### src/rtl/uart_imem_loader_if.sv
// Instruction-memory write port driven by the UART boot loader.
//   imem_we    : 1-cycle write strobe
//   imem_addr  : word address of the write (holds between writes)
//   imem_wdata : 32-bit word to write
// master = loader side (drives), slave = memory side (receives).
interface uart_imem_loader_if #(
    parameter int ADDR_W = 6
);
    logic              imem_we;
    logic [ADDR_W-1:0] imem_addr;
    logic [31:0]       imem_wdata;

    modport master (output imem_we, output imem_addr, output imem_wdata);
    modport slave  (input  imem_we, input  imem_addr, input  imem_wdata);
endinterface

### src/rtl/uart_imem_loader.sv
// UART (8N1) boot loader for the core's instruction memory.
// Bytes arrive little-endian, are packed into 32-bit words and written to
// sequential word addresses starting at 0. The core is held in reset until
// loading finishes (word limit reached or the line goes idle long enough).
// Ports:
//   clk       : system clock
//   rst       : asynchronous active-low reset
//   rx        : UART serial input, idle high, asynchronous to clk
//   reload    : 1-cycle pulse, restarts loading (only while done)
//   imem      : instruction memory write port (master modport)
//   core_rst  : active-high reset to the core, 1 while loading
//   done      : 1 while loading has finished
//   frame_err : sticky, a stop bit was sampled low since reset/reload
module uart_imem_loader #(
    parameter int CLKS_PER_BIT = 868,
    parameter int ADDR_W       = 6,
    parameter int N_WORDS      = 64,
    parameter int TIMEOUT_CLKS = 1000000
) (
    input  logic                       clk,
    input  logic                       rst,
    input  logic                       rx,
    input  logic                       reload,
    uart_imem_loader_if.master         imem,
    output logic                       core_rst,
    output logic                       done,
    output logic                       frame_err
);
    localparam int CNT_W = $clog2(CLKS_PER_BIT);
    localparam int TMR_W = $clog2(TIMEOUT_CLKS + 1);
    localparam int WC_W  = ADDR_W + 1;
    localparam logic [CNT_W-1:0] HALF_BIT = CNT_W'(CLKS_PER_BIT / 2 - 1);
    localparam logic [CNT_W-1:0] FULL_BIT = CNT_W'(CLKS_PER_BIT - 1);
    localparam logic [TMR_W-1:0] TMR_END  = TMR_W'(TIMEOUT_CLKS);
    localparam logic [WC_W-1:0]  WC_END   = WC_W'(N_WORDS);

    typedef enum logic [2:0] {RX_IDLE, RX_START, RX_DATA, RX_STOP, RX_WAIT} rx_state_t;
    typedef enum logic [1:0] {LD_LOAD, LD_FLUSH, LD_DONE} ld_state_t;

    // ---------------- rx synchroniser ----------------
    logic rx_s1_q, rx_s2_q;
    always_ff @(posedge clk or negedge rst) begin
        if (!rst) begin
            rx_s1_q <= 1'b1;
            rx_s2_q <= 1'b1;
        end else begin
            rx_s1_q <= rx;
            rx_s2_q <= rx_s1_q;
        end
    end

    // ---------------- UART receiver ----------------
    rx_state_t        rx_st_q, rx_st_d;
    logic [CNT_W-1:0] cnt_q, cnt_d;
    logic [2:0]       bit_q, bit_d;
    logic [7:0]       data_q, data_d;
    logic             byte_valid;
    logic             ferr_set;

    always_ff @(posedge clk or negedge rst) begin
        if (!rst) begin
            rx_st_q <= RX_IDLE;
            cnt_q   <= '0;
            bit_q   <= '0;
            data_q  <= '0;
        end else begin
            rx_st_q <= rx_st_d;
            cnt_q   <= cnt_d;
            bit_q   <= bit_d;
            data_q  <= data_d;
        end
    end

    always_comb begin
        rx_st_d    = rx_st_q;
        cnt_d      = cnt_q;
        bit_d      = bit_q;
        data_d     = data_q;
        byte_valid = 1'b0;
        ferr_set   = 1'b0;
        case (rx_st_q)
            RX_IDLE: begin
                if (!rx_s2_q) begin
                    rx_st_d = RX_START;
                    cnt_d   = HALF_BIT;
                end
            end
            RX_START: begin
                if (cnt_q != '0) begin
                    cnt_d = cnt_q - 1'b1;
                end else if (rx_s2_q) begin
                    rx_st_d = RX_IDLE;
                end else begin
                    rx_st_d = RX_DATA;
                    cnt_d   = FULL_BIT;
                    bit_d   = '0;
                end
            end
            RX_DATA: begin
                if (cnt_q != '0) begin
                    cnt_d = cnt_q - 1'b1;
                end else begin
                    data_d = {rx_s2_q, data_q[7:1]};
                    cnt_d  = FULL_BIT;
                    if (bit_q == 3'd7) rx_st_d = RX_STOP;
                    else               bit_d   = bit_q + 3'd1;
                end
            end
            RX_STOP: begin
                if (cnt_q != '0) begin
                    cnt_d = cnt_q - 1'b1;
                end else if (rx_s2_q) begin
                    byte_valid = 1'b1;
                    rx_st_d    = RX_IDLE;
                end else begin
                    ferr_set = 1'b1;
                    rx_st_d  = RX_WAIT;
                end
            end
            RX_WAIT: begin
                // a broken frame leaves rx low; resync only once the line is idle
                if (rx_s2_q) rx_st_d = RX_IDLE;
            end
            default: rx_st_d = RX_IDLE;
        endcase
    end

    // ---------------- loader ----------------
    ld_state_t         ld_q, ld_d;
    logic [WC_W-1:0]   wcnt_q, wcnt_d;
    logic [1:0]        bidx_q, bidx_d;
    logic [31:0]       shift_q, shift_d;
    logic [TMR_W-1:0]  tmr_q, tmr_d;
    logic              armed_q, armed_d;
    logic              we_q, we_d;
    logic [ADDR_W-1:0] addr_q, addr_d;
    logic [31:0]       wdata_q, wdata_d;
    logic              ferr_q, ferr_d;

    always_ff @(posedge clk or negedge rst) begin
        if (!rst) begin
            ld_q    <= LD_LOAD;
            wcnt_q  <= '0;
            bidx_q  <= '0;
            shift_q <= '0;
            tmr_q   <= '0;
            armed_q <= 1'b0;
            we_q    <= 1'b0;
            addr_q  <= '0;
            wdata_q <= '0;
            ferr_q  <= 1'b0;
        end else begin
            ld_q    <= ld_d;
            wcnt_q  <= wcnt_d;
            bidx_q  <= bidx_d;
            shift_q <= shift_d;
            tmr_q   <= tmr_d;
            armed_q <= armed_d;
            we_q    <= we_d;
            addr_q  <= addr_d;
            wdata_q <= wdata_d;
            ferr_q  <= ferr_d;
        end
    end

    always_comb begin
        ld_d    = ld_q;
        wcnt_d  = wcnt_q;
        bidx_d  = bidx_q;
        shift_d = shift_q;
        tmr_d   = tmr_q;
        armed_d = armed_q;
        we_d    = 1'b0;
        addr_d  = addr_q;
        wdata_d = wdata_q;
        ferr_d  = ferr_q | ferr_set;
        case (ld_q)
            LD_LOAD: begin
                if (wcnt_q == WC_END) begin
                    ld_d = LD_DONE;
                end else if (byte_valid) begin
                    armed_d = 1'b1;
                    tmr_d   = '0;
                    bidx_d  = bidx_q + 2'd1;
                    if (bidx_q == 2'd3) begin
                        we_d    = 1'b1;
                        addr_d  = wcnt_q[ADDR_W-1:0];
                        wdata_d = {data_q, shift_q[23:0]};
                        wcnt_d  = wcnt_q + 1'b1;
                        // cleared lanes become the zero fill of a later partial flush
                        shift_d = '0;
                    end else begin
                        shift_d[8*bidx_q +: 8] = data_q;
                    end
                end else if (armed_q && tmr_q == TMR_END) begin
                    ld_d = (bidx_q != 2'd0) ? LD_FLUSH : LD_DONE;
                end else if (armed_q && rx_st_q == RX_IDLE) begin
                    tmr_d = tmr_q + 1'b1;
                end
            end
            LD_FLUSH: begin
                we_d    = 1'b1;
                addr_d  = wcnt_q[ADDR_W-1:0];
                wdata_d = shift_q;
                wcnt_d  = wcnt_q + 1'b1;
                bidx_d  = '0;
                shift_d = '0;
                ld_d    = LD_DONE;
            end
            LD_DONE: begin
                if (reload) begin
                    ld_d    = LD_LOAD;
                    wcnt_d  = '0;
                    bidx_d  = '0;
                    shift_d = '0;
                    ferr_d  = 1'b0;
                    armed_d = 1'b0;
                    tmr_d   = '0;
                end
            end
            default: ld_d = LD_LOAD;
        endcase
    end

    assign imem.imem_we    = we_q;
    assign imem.imem_addr  = addr_q;
    assign imem.imem_wdata = wdata_q;
    assign done            = (ld_q == LD_DONE);
    assign core_rst        = (ld_q != LD_DONE);
    assign frame_err       = ferr_q;
endmodule

### src/flat_wrapper.sv
// flat-port wrapper written by rule: the top's interface ports become plain ports
module uart_imem_loader_flat 
#(
    parameter int CLKS_PER_BIT = 868,
    parameter int ADDR_W       = 6,
    parameter int N_WORDS      = 64,
    parameter int TIMEOUT_CLKS = 1000000
)
  (clk, rst, rx, reload, core_rst, done, frame_err, imem_imem_we, imem_imem_addr, imem_imem_wdata);
  uart_imem_loader_if #(.ADDR_W(ADDR_W)) imem_i ();
  input  logic clk;
  input  logic rst;
  input  logic rx;
  input  logic reload;
  output logic core_rst;
  output logic done;
  output logic frame_err;
  output wire logic [$bits(imem_i.imem_we)-1:0] imem_imem_we;
  output wire logic [$bits(imem_i.imem_addr)-1:0] imem_imem_addr;
  output wire logic [$bits(imem_i.imem_wdata)-1:0] imem_imem_wdata;
  assign imem_imem_we = imem_i.imem_we;
  assign imem_imem_addr = imem_i.imem_addr;
  assign imem_imem_wdata = imem_i.imem_wdata;
  uart_imem_loader #(.CLKS_PER_BIT(CLKS_PER_BIT), .ADDR_W(ADDR_W), .N_WORDS(N_WORDS), .TIMEOUT_CLKS(TIMEOUT_CLKS)) u_core (.clk(clk), .rst(rst), .rx(rx), .reload(reload), .imem(imem_i), .core_rst(core_rst), .done(done), .frame_err(frame_err));
endmodule
### config.mk
export PLATFORM = sky130hd
export DESIGN_NAME = uart_imem_loader_flat
export DESIGN_NICKNAME = d
export VERILOG_FILES = /design/src/rtl/uart_imem_loader_if.sv /design/src/rtl/uart_imem_loader.sv /design/src/flat_wrapper.sv
export SDC_FILE = /design/constraint.sdc
export NUM_CORES = 1
export LEC_CHECK = 0
export ABC_AREA = 1
export BUFFER_PORTS_ARGS = -buffer_cell sky130_fd_sc_hd__buf_2
export CAP_MARGIN = 30
export CORE_MARGIN = 5
export CORE_UTILIZATION = 40
export DETAILED_ROUTE_END_ITERATION = 10
export GPL_ROUTABILITY_DRIVEN = 0
export GPL_TIMING_DRIVEN = 0
export SYNTH_ARGS = -nofsm -noshare
export SYNTH_HDL_FRONTEND = slang
export SYNTH_SLANG_ARGS = --single-unit
### constraint.sdc
create_clock -name clk -period 2.65 [get_ports clk]
set_input_delay 0.3975 -clock clk [delete_from_list [all_inputs] [get_ports clk]]
set_output_delay 0.3975 -clock clk [all_outputs]
set_load 0.02 [all_outputs]
[Word-level counts from Yosys, hierarchy flattened]
Index checks and enable logic that the tools add are counted.
Storage, ports and cells
  flip-flop bits (word level): 130
  output and inout bits: 42
  word-level logic and storage cells: 146
  bits of input ports: 4
Cells by class
  equal/unequal tests: 29
  add/subtract/negate cells: 6
  bitwise logic cells: 2
  reductions and logical operators: 21
  muxes and demuxes: 70
  shift operators: 2
Operators with widths (number)
  $mux W32: 7
  $mux W20: 5
  $pmux W32 S3: 1
  $pmux W32 S2: 1
  $mux W10: 5
  $pmux W10 S4: 1
  $pmux W20 S2: 1
  $neg A5 Y34: 1
  $shift A8 B34 Y32 const A: 1
  $shiftx A8 B34 Y32: 1
  $mux W3: 11
  $bwmux W32: 1
  $mux W7: 4
  $pmux W7 S3: 1
  $add A20 B1 Y20 const B: 1
  $eq A20 B20 Y1 const B: 1
  $mux W6: 3
  $ne A2 B2 Y1 const B: 9
  $mux W2: 8
  $reduce_and A4 Y1: 4
  $pmux W3 S5: 1
  $reduce_and A5 Y1: 3
  $mux W1: 14
  $pmux W2 S3: 2
  29 further kinds: 43

[Logic depth before layout (Yosys ltp)]
  word-level depth: 7
  gate-level depth with buffers: 12
  gate-level depth less buffers: 11

[Worst setup path after synthesis]
OpenSTA, ideal clock, no wires.
  path kind: reg2reg
  start point: register u_core.ld_q[0]
  end point: register u_core.shift_q[23]
  required time: 2.532 ns
  path buffers: 2
  setup time: 0.118 ns
  cell stages (with the launch flop): 12
  setup slack: 0.562 ns
  period minus slack after synthesis: 2.088 ns
  data arrival time: 1.970 ns
  cell sequence: dfrtp_1 -> inv_1 -> ha_1 -> buf_6 -> inv_6 -> or2_4 -> nand2_2 -> nor2_2 -> nand3_4 -> buf_6 -> nand2_1 -> o21ai_2
On the way
  longest elaborated chain between the ends: 3
  elaborated cells on any way between the ends: 9
Ends and longest elaborated chain
  start: declaration: RTL line uart_imem_loader.sv:129  | ld_state_t ld_q, ld_d;
  start signal: assignment: RTL line uart_imem_loader.sv:153  | ld_q <= ld_d;
  $eq A2 B2 Y1 (*)
  via done: RTL line flat_wrapper.sv:16  | output logic done;
  $ne A2 B2 Y1 (no source line) / $reduce_bool A3 Y1 (equally long branches)
  $reduce_and A4 Y1 (no source line)
  end signal: assignment: RTL line uart_imem_loader.sv:156  | shift_q <= shift_d;
  end: declaration: RTL line uart_imem_loader.sv:132  | logic [31:0] shift_q, shift_d;
Mark *: on every way through the listed nets, which the timed path passes. The rest lies on a longest branch.
A chain may end at the register's enable or synchronous reset.

[Worst setup path after layout]
  start point: register u_core.ld_q[0]
  end point: register u_core.wcnt_q[3]
On the way
  longest elaborated chain between the ends: 3
  elaborated cells on any way between the ends: 10
Ends and longest elaborated chain
  $eq A2 B2 Y1 (tied with other cells): RTL line uart_imem_loader.sv:177  | case (ld_q)
  $ne A2 B2 Y1 (no source line) (tied with other cells)
  $reduce_and A5 Y1 (no source line)
  end signal: assignment: RTL line uart_imem_loader.sv:154  | wcnt_q <= wcnt_d;
  end: declaration: RTL line uart_imem_loader.sv:130  | logic [WC_W-1:0] wcnt_q, wcnt_d;
Several ways; a longest one is shown, not always the timed one.

==> qor_table.md <==
| Result | Reported |
|:---|:---|
| Slew Viols, Final | 0 |
| First drt pass iteration count | 6 |
| CTS tree | yes |
| Total CTS buffers | 17 |
| Worst setup SP type | flop |
| Pwr Total | 4.43 mW |
| Clock-pin slew on the worst setup and hold paths | 0.06 ns |
| Share of total power in the clock network | 54.0% |
| Area share of the largest cell type after synthesis | 46.9% |
| Final period utilization | 86.0% |
| Post-route worst hold slack | 0.0808 ns |
| Seq/Total Area, Yosys | 47.7% |
| Share of final-layout standard cells stronger than drive strength 1 | 14.5% |
| Mapped Avg Cell Area | 7.80 um2 |
| Warnings from Yosys | 0 |
| Total half-perimeter wirelength after legalization and detailed placement | 11.2 mm |
| Worst slew margin relative to its limit | 49.2% |
| DRC violation total after the first TritonRoute iteration | 405 |
| Net count after synthesis | 896 |
| Type of the worst setup path | reg2reg |
| Hold Startpoint | rx |
| Layout Cell Area excl Fill | 7980 um2 |
| Worst reg2reg path endpoint | u_core.wcnt_q[3] |
| Routed len/inst | 13.4 um |
| Fillers | 1649 |
| Global-route wire length before repair | 27.2 mm |
| Final nets | 962 |
| Count of instances resized after the clock tree is built | 0 |
| Number of input and output port buffers inserted | 45 |
| Number of instances in the synthesized netlist | 876 |
| Remaining global-route overflow | 0 |
| Clock root buffer | sky130_fd_sc_hd__clkbuf_16 |
| Overall Global Routing Usage | 16.7% |
| Starting utilization of the core area | 41.0% |
| Number of global-route vias before repair | 5492 |
| Maximum achievable frequency | 439 MHz |
| Relative contribution of combinational cells to total power | 1.2% |
| Final cell utilization of the core | 47.9% |
| Post-layout worst setup margin | 0.372 ns |
| CTS H-tree lvls | 4 |
| Area of the core | 16600 um2 |
| Primary flip-flop cell chosen by synthesis mapping | sky130_fd_sc_hd__dfrtp_1 |
| Destination of the worst hold path | u_core.rx_s1_q |
| Power per Cell Area | 556 nW/um2 |
| Share of async-settable or async-resettable flops after synthesis | 100% |
| Post-synth EDFFs | 0 |
| Min-Delay Path Class | in2reg |
| Count of endpoints failing setup in the final report | 0 |
| Area growth from synthesis to layout | 16.8% |
| RSZ-0062 raised after global routing | no |
| Combined flip-flop and latch cell area | 3260 um2 |
| Clk sinks | 130 |
| Die X | 141 um |
| Clock latency on the worst-skew pair | 0.42 ns |
| Maximum clock insertion buffer count | 2 |
| Combined area of the multi-input logic cells | 3120 um2 |
| Post-place setup slack | 0.372 ns |
| Required time reported for the critical path endpoint | 2.94 ns |
| Static leakage | 4.04 nW |
| Actual transition at the worst max-transition pin | 0.757 ns |
| Pin count of the biggest net entering global routing | 75 |
| Minimum setup slack among reg-to-reg paths | 0.37 ns |
| Startpoint of the most critical register-to-register path | u_core.ld_q[0] |
| Drt drc | 0 |
| Hold depth | 1 |
| Number of library cell types mapped by synthesis | 45 |
| Highest ir drop seen on vdd | 464 uV |
| WP data arrival | 2.57 ns |
| CP Capture Type | flop |
| Status | finished clean |
| Post-detailed-routing wire length | 15.7 mm |
| Net Sw Power | 1.00 mW |
| Hold Vio Cnt, Final | 0 |
| Power share of the sequential group | 44.9% |
| Die area | 19800 um2 |
| Biggest area contributors in the synthesized netlist | sky130_fd_sc_hd__dfrtp_1 47%, sky130_fd_sc_hd__nand2_1 18%, sky130_fd_sc_hd__nand3_1 6.1% |
| Highest net fanout along the worst path | 10 |
| Share of total power consumed by net switching | 22.6% |
| Int Power | 3.43 mW |
| Synthesis-stage register bit count | 130 |
| Max-cap violations | 0 |
| Remaining antenna violation count | 0 |
| Antenna diodes | 0 |
| Reg2reg path depth | 11 |
| Min Clock Period, post-route | 2.28 ns |
| Vert. Die Dim | 141 um |
| Detailed-route vias per instance | 4.85 |
| Most common cell in the synthesized netlist | sky130_fd_sc_hd__nand2_1 |
| Number of antenna violations at the first check in global routing | 0 |
| Layout Skew | 0.00941 ns |
| Num ports | 46 |
| Placement Cell Area | 7360 um2 |
| Dominant cell type by area after synthesis | sky130_fd_sc_hd__dfrtp_1 |
| Number of vias after detailed routing | 5703 |
| Commonest cells in the synthesized netlist | 327 x sky130_fd_sc_hd__nand2_1, 128 x sky130_fd_sc_hd__dfrtp_1, 83 x sky130_fd_sc_hd__nand3_1 |
| FP Rows | 47 |
| Area of the mapped netlist | 6830 um2 |
[area by class of cell]
| type | count | share of cell area, % |
|---|---|---|
| Clock inverter | 14 | 2.05 |
| Tap cell | 220 | 3.45 |
| Buffer | 28 | 2.12 |
| Multi-Input combinational cell | 643 | 39.1 |
| Timing Repair Buffer | 47 | 3.37 |
| Sequential cell | 130 | 40.8 |
| Inverter | 75 | 3.59 |
| Clock buffer | 18 | 5.51 |
[registers in the layout, summed over array words and instances, names as in the netlist, 2 cells and up]
name	cells
u_core.cnt_q	10
u_core.bidx_q	2
u_core.imem.imem_wdata	32
u_core.bit_q	3
u_core.imem.imem_addr	6
u_core.tmr_q	20
u_core.ld_q	2
u_core.wcnt_q	7
u_core.rx_st_q	3
u_core.shift_q	32
u_core.data_q	8
[repair_timing]
item / 4_1_cts / 5_1_grt
hold buffers: 1 / 0
buffers inserted: 0 / 0
hold endpoints to repair: 56 / 0
[power groups by stage]
stage | clock network [mW] | logic (mW) | registers [mW]
after global routing | 2.55 | 0.0635 | 1.99
after CTS | 2.45 | 0.0563 | 1.99
after detailed placement | 0 | 0.0552 | 2.02
after floorplan | 0 | 0.00342 | 2.02
after global placement | 0 | 0.0487 | 2.02
final | 2.39 | 0.0520 | 1.99
[cell usage in the layout (no fill, tap or decap), types with 2 or more instances in the layout]
cell type,n
sky130_fd_sc_hd__nand2_1,327
sky130_fd_sc_hd__dfrtp_1,128
sky130_fd_sc_hd__nand3_1,83
sky130_fd_sc_hd__inv_1,72
sky130_fd_sc_hd__nor2_1,71
sky130_fd_sc_hd__buf_2,53
sky130_fd_sc_hd__o21ai_0,46
sky130_fd_sc_hd__clkbuf_16,17
sky130_fd_sc_hd__o21ai_2,16
sky130_fd_sc_hd__ha_1,16
sky130_fd_sc_hd__nand4_1,14
sky130_fd_sc_hd__o21ai_1,14
sky130_fd_sc_hd__clkbuf_1,10
sky130_fd_sc_hd__xor2_1,8
sky130_fd_sc_hd__buf_6,7
sky130_fd_sc_hd__inv_6,7
sky130_fd_sc_hd__nor3_1,5
sky130_fd_sc_hd__o21bai_1,4
sky130_fd_sc_hd__or2_2,4
sky130_fd_sc_hd__a21oi_1,4
sky130_fd_sc_hd__nor2_2,3
sky130_fd_sc_hd__nand3_4,3
sky130_fd_sc_hd__nand3_2,3
sky130_fd_sc_hd__clkinvlp_4,3
sky130_fd_sc_hd__inv_2,2
sky130_fd_sc_hd__nand2_2,2
sky130_fd_sc_hd__buf_4,2
sky130_fd_sc_hd__nand3b_1,2
sky130_fd_sc_hd__nor3b_1,2
sky130_fd_sc_hd__clkinv_4,2
sky130_fd_sc_hd__bufinv_16,2
sky130_fd_sc_hd__dfstp_2,2
[critical path, stage by stage, from the launching register on]
cell,delay [ns]
sky130_fd_sc_hd__dfrtp_1,0.40
sky130_fd_sc_hd__inv_1,0.08
sky130_fd_sc_hd__ha_1,0.24
sky130_fd_sc_hd__buf_6,0.15
sky130_fd_sc_hd__inv_6,0.08
sky130_fd_sc_hd__or2_4,0.14
sky130_fd_sc_hd__nand2_2,0.07
sky130_fd_sc_hd__nor2_2,0.46
sky130_fd_sc_hd__nand3_4,0.18
sky130_fd_sc_hd__buf_2,0.23
sky130_fd_sc_hd__nand2_1,0.07
sky130_fd_sc_hd__o21ai_1,0.06
[how the worst max path moves through the flow]
| stage | cells past startpoint | end | start | slack, ns |
|---|---|---|---|---|
| after floorplan | 11 | u_core.shift_q[23] | u_core.ld_q[0] | 0.56 |
| after global placement | 1 | u_core.imem.imem_wdata[27] | rst | -0.66 |
| after detailed placement | 11 | u_core.wcnt_q[3] | u_core.ld_q[0] | 0.37 |
| after CTS | 11 | u_core.wcnt_q[3] | u_core.ld_q[0] | 0.36 |
| after global routing | 11 | u_core.wcnt_q[3] | u_core.ld_q[0] | 0.21 |
| final | 11 | u_core.wcnt_q[3] | u_core.ld_q[0] | 0.37 |
[stage by stage]
| step | setup TNS, ns | instances |
|---|---|---|
| after floorplan | 0 | 876 |
| after global routing | 0 | 1175 |
| after global placement | -83.17 | 1141 |
| after detailed placement | 0 | 1142 |
| final | 0 | 1175 |
| after CTS | 0 | 1175 |
[layer usage]
metal  global-route usage, %  up-vias  routed length, um
li1                        -     2949                  -
met1                    23.3     2639               7660
met2                    26.3       97               7290
met3                    3.89       18                579
met4                    4.54        0                155
met5                       0        -                  0
[cells by family after synthesis]
group	after synthesis	synth area share, %
DFF	130	47.7
buffers and inverters	103	6.67
xor gates and xnor gates	8	1.03
and+or+nand+nor	529	33.8
AOI/OAI and AO/OA	90	7.92
adders and majority gates	16	2.93
Note: power is estimated with default switching activity, not from simulation.
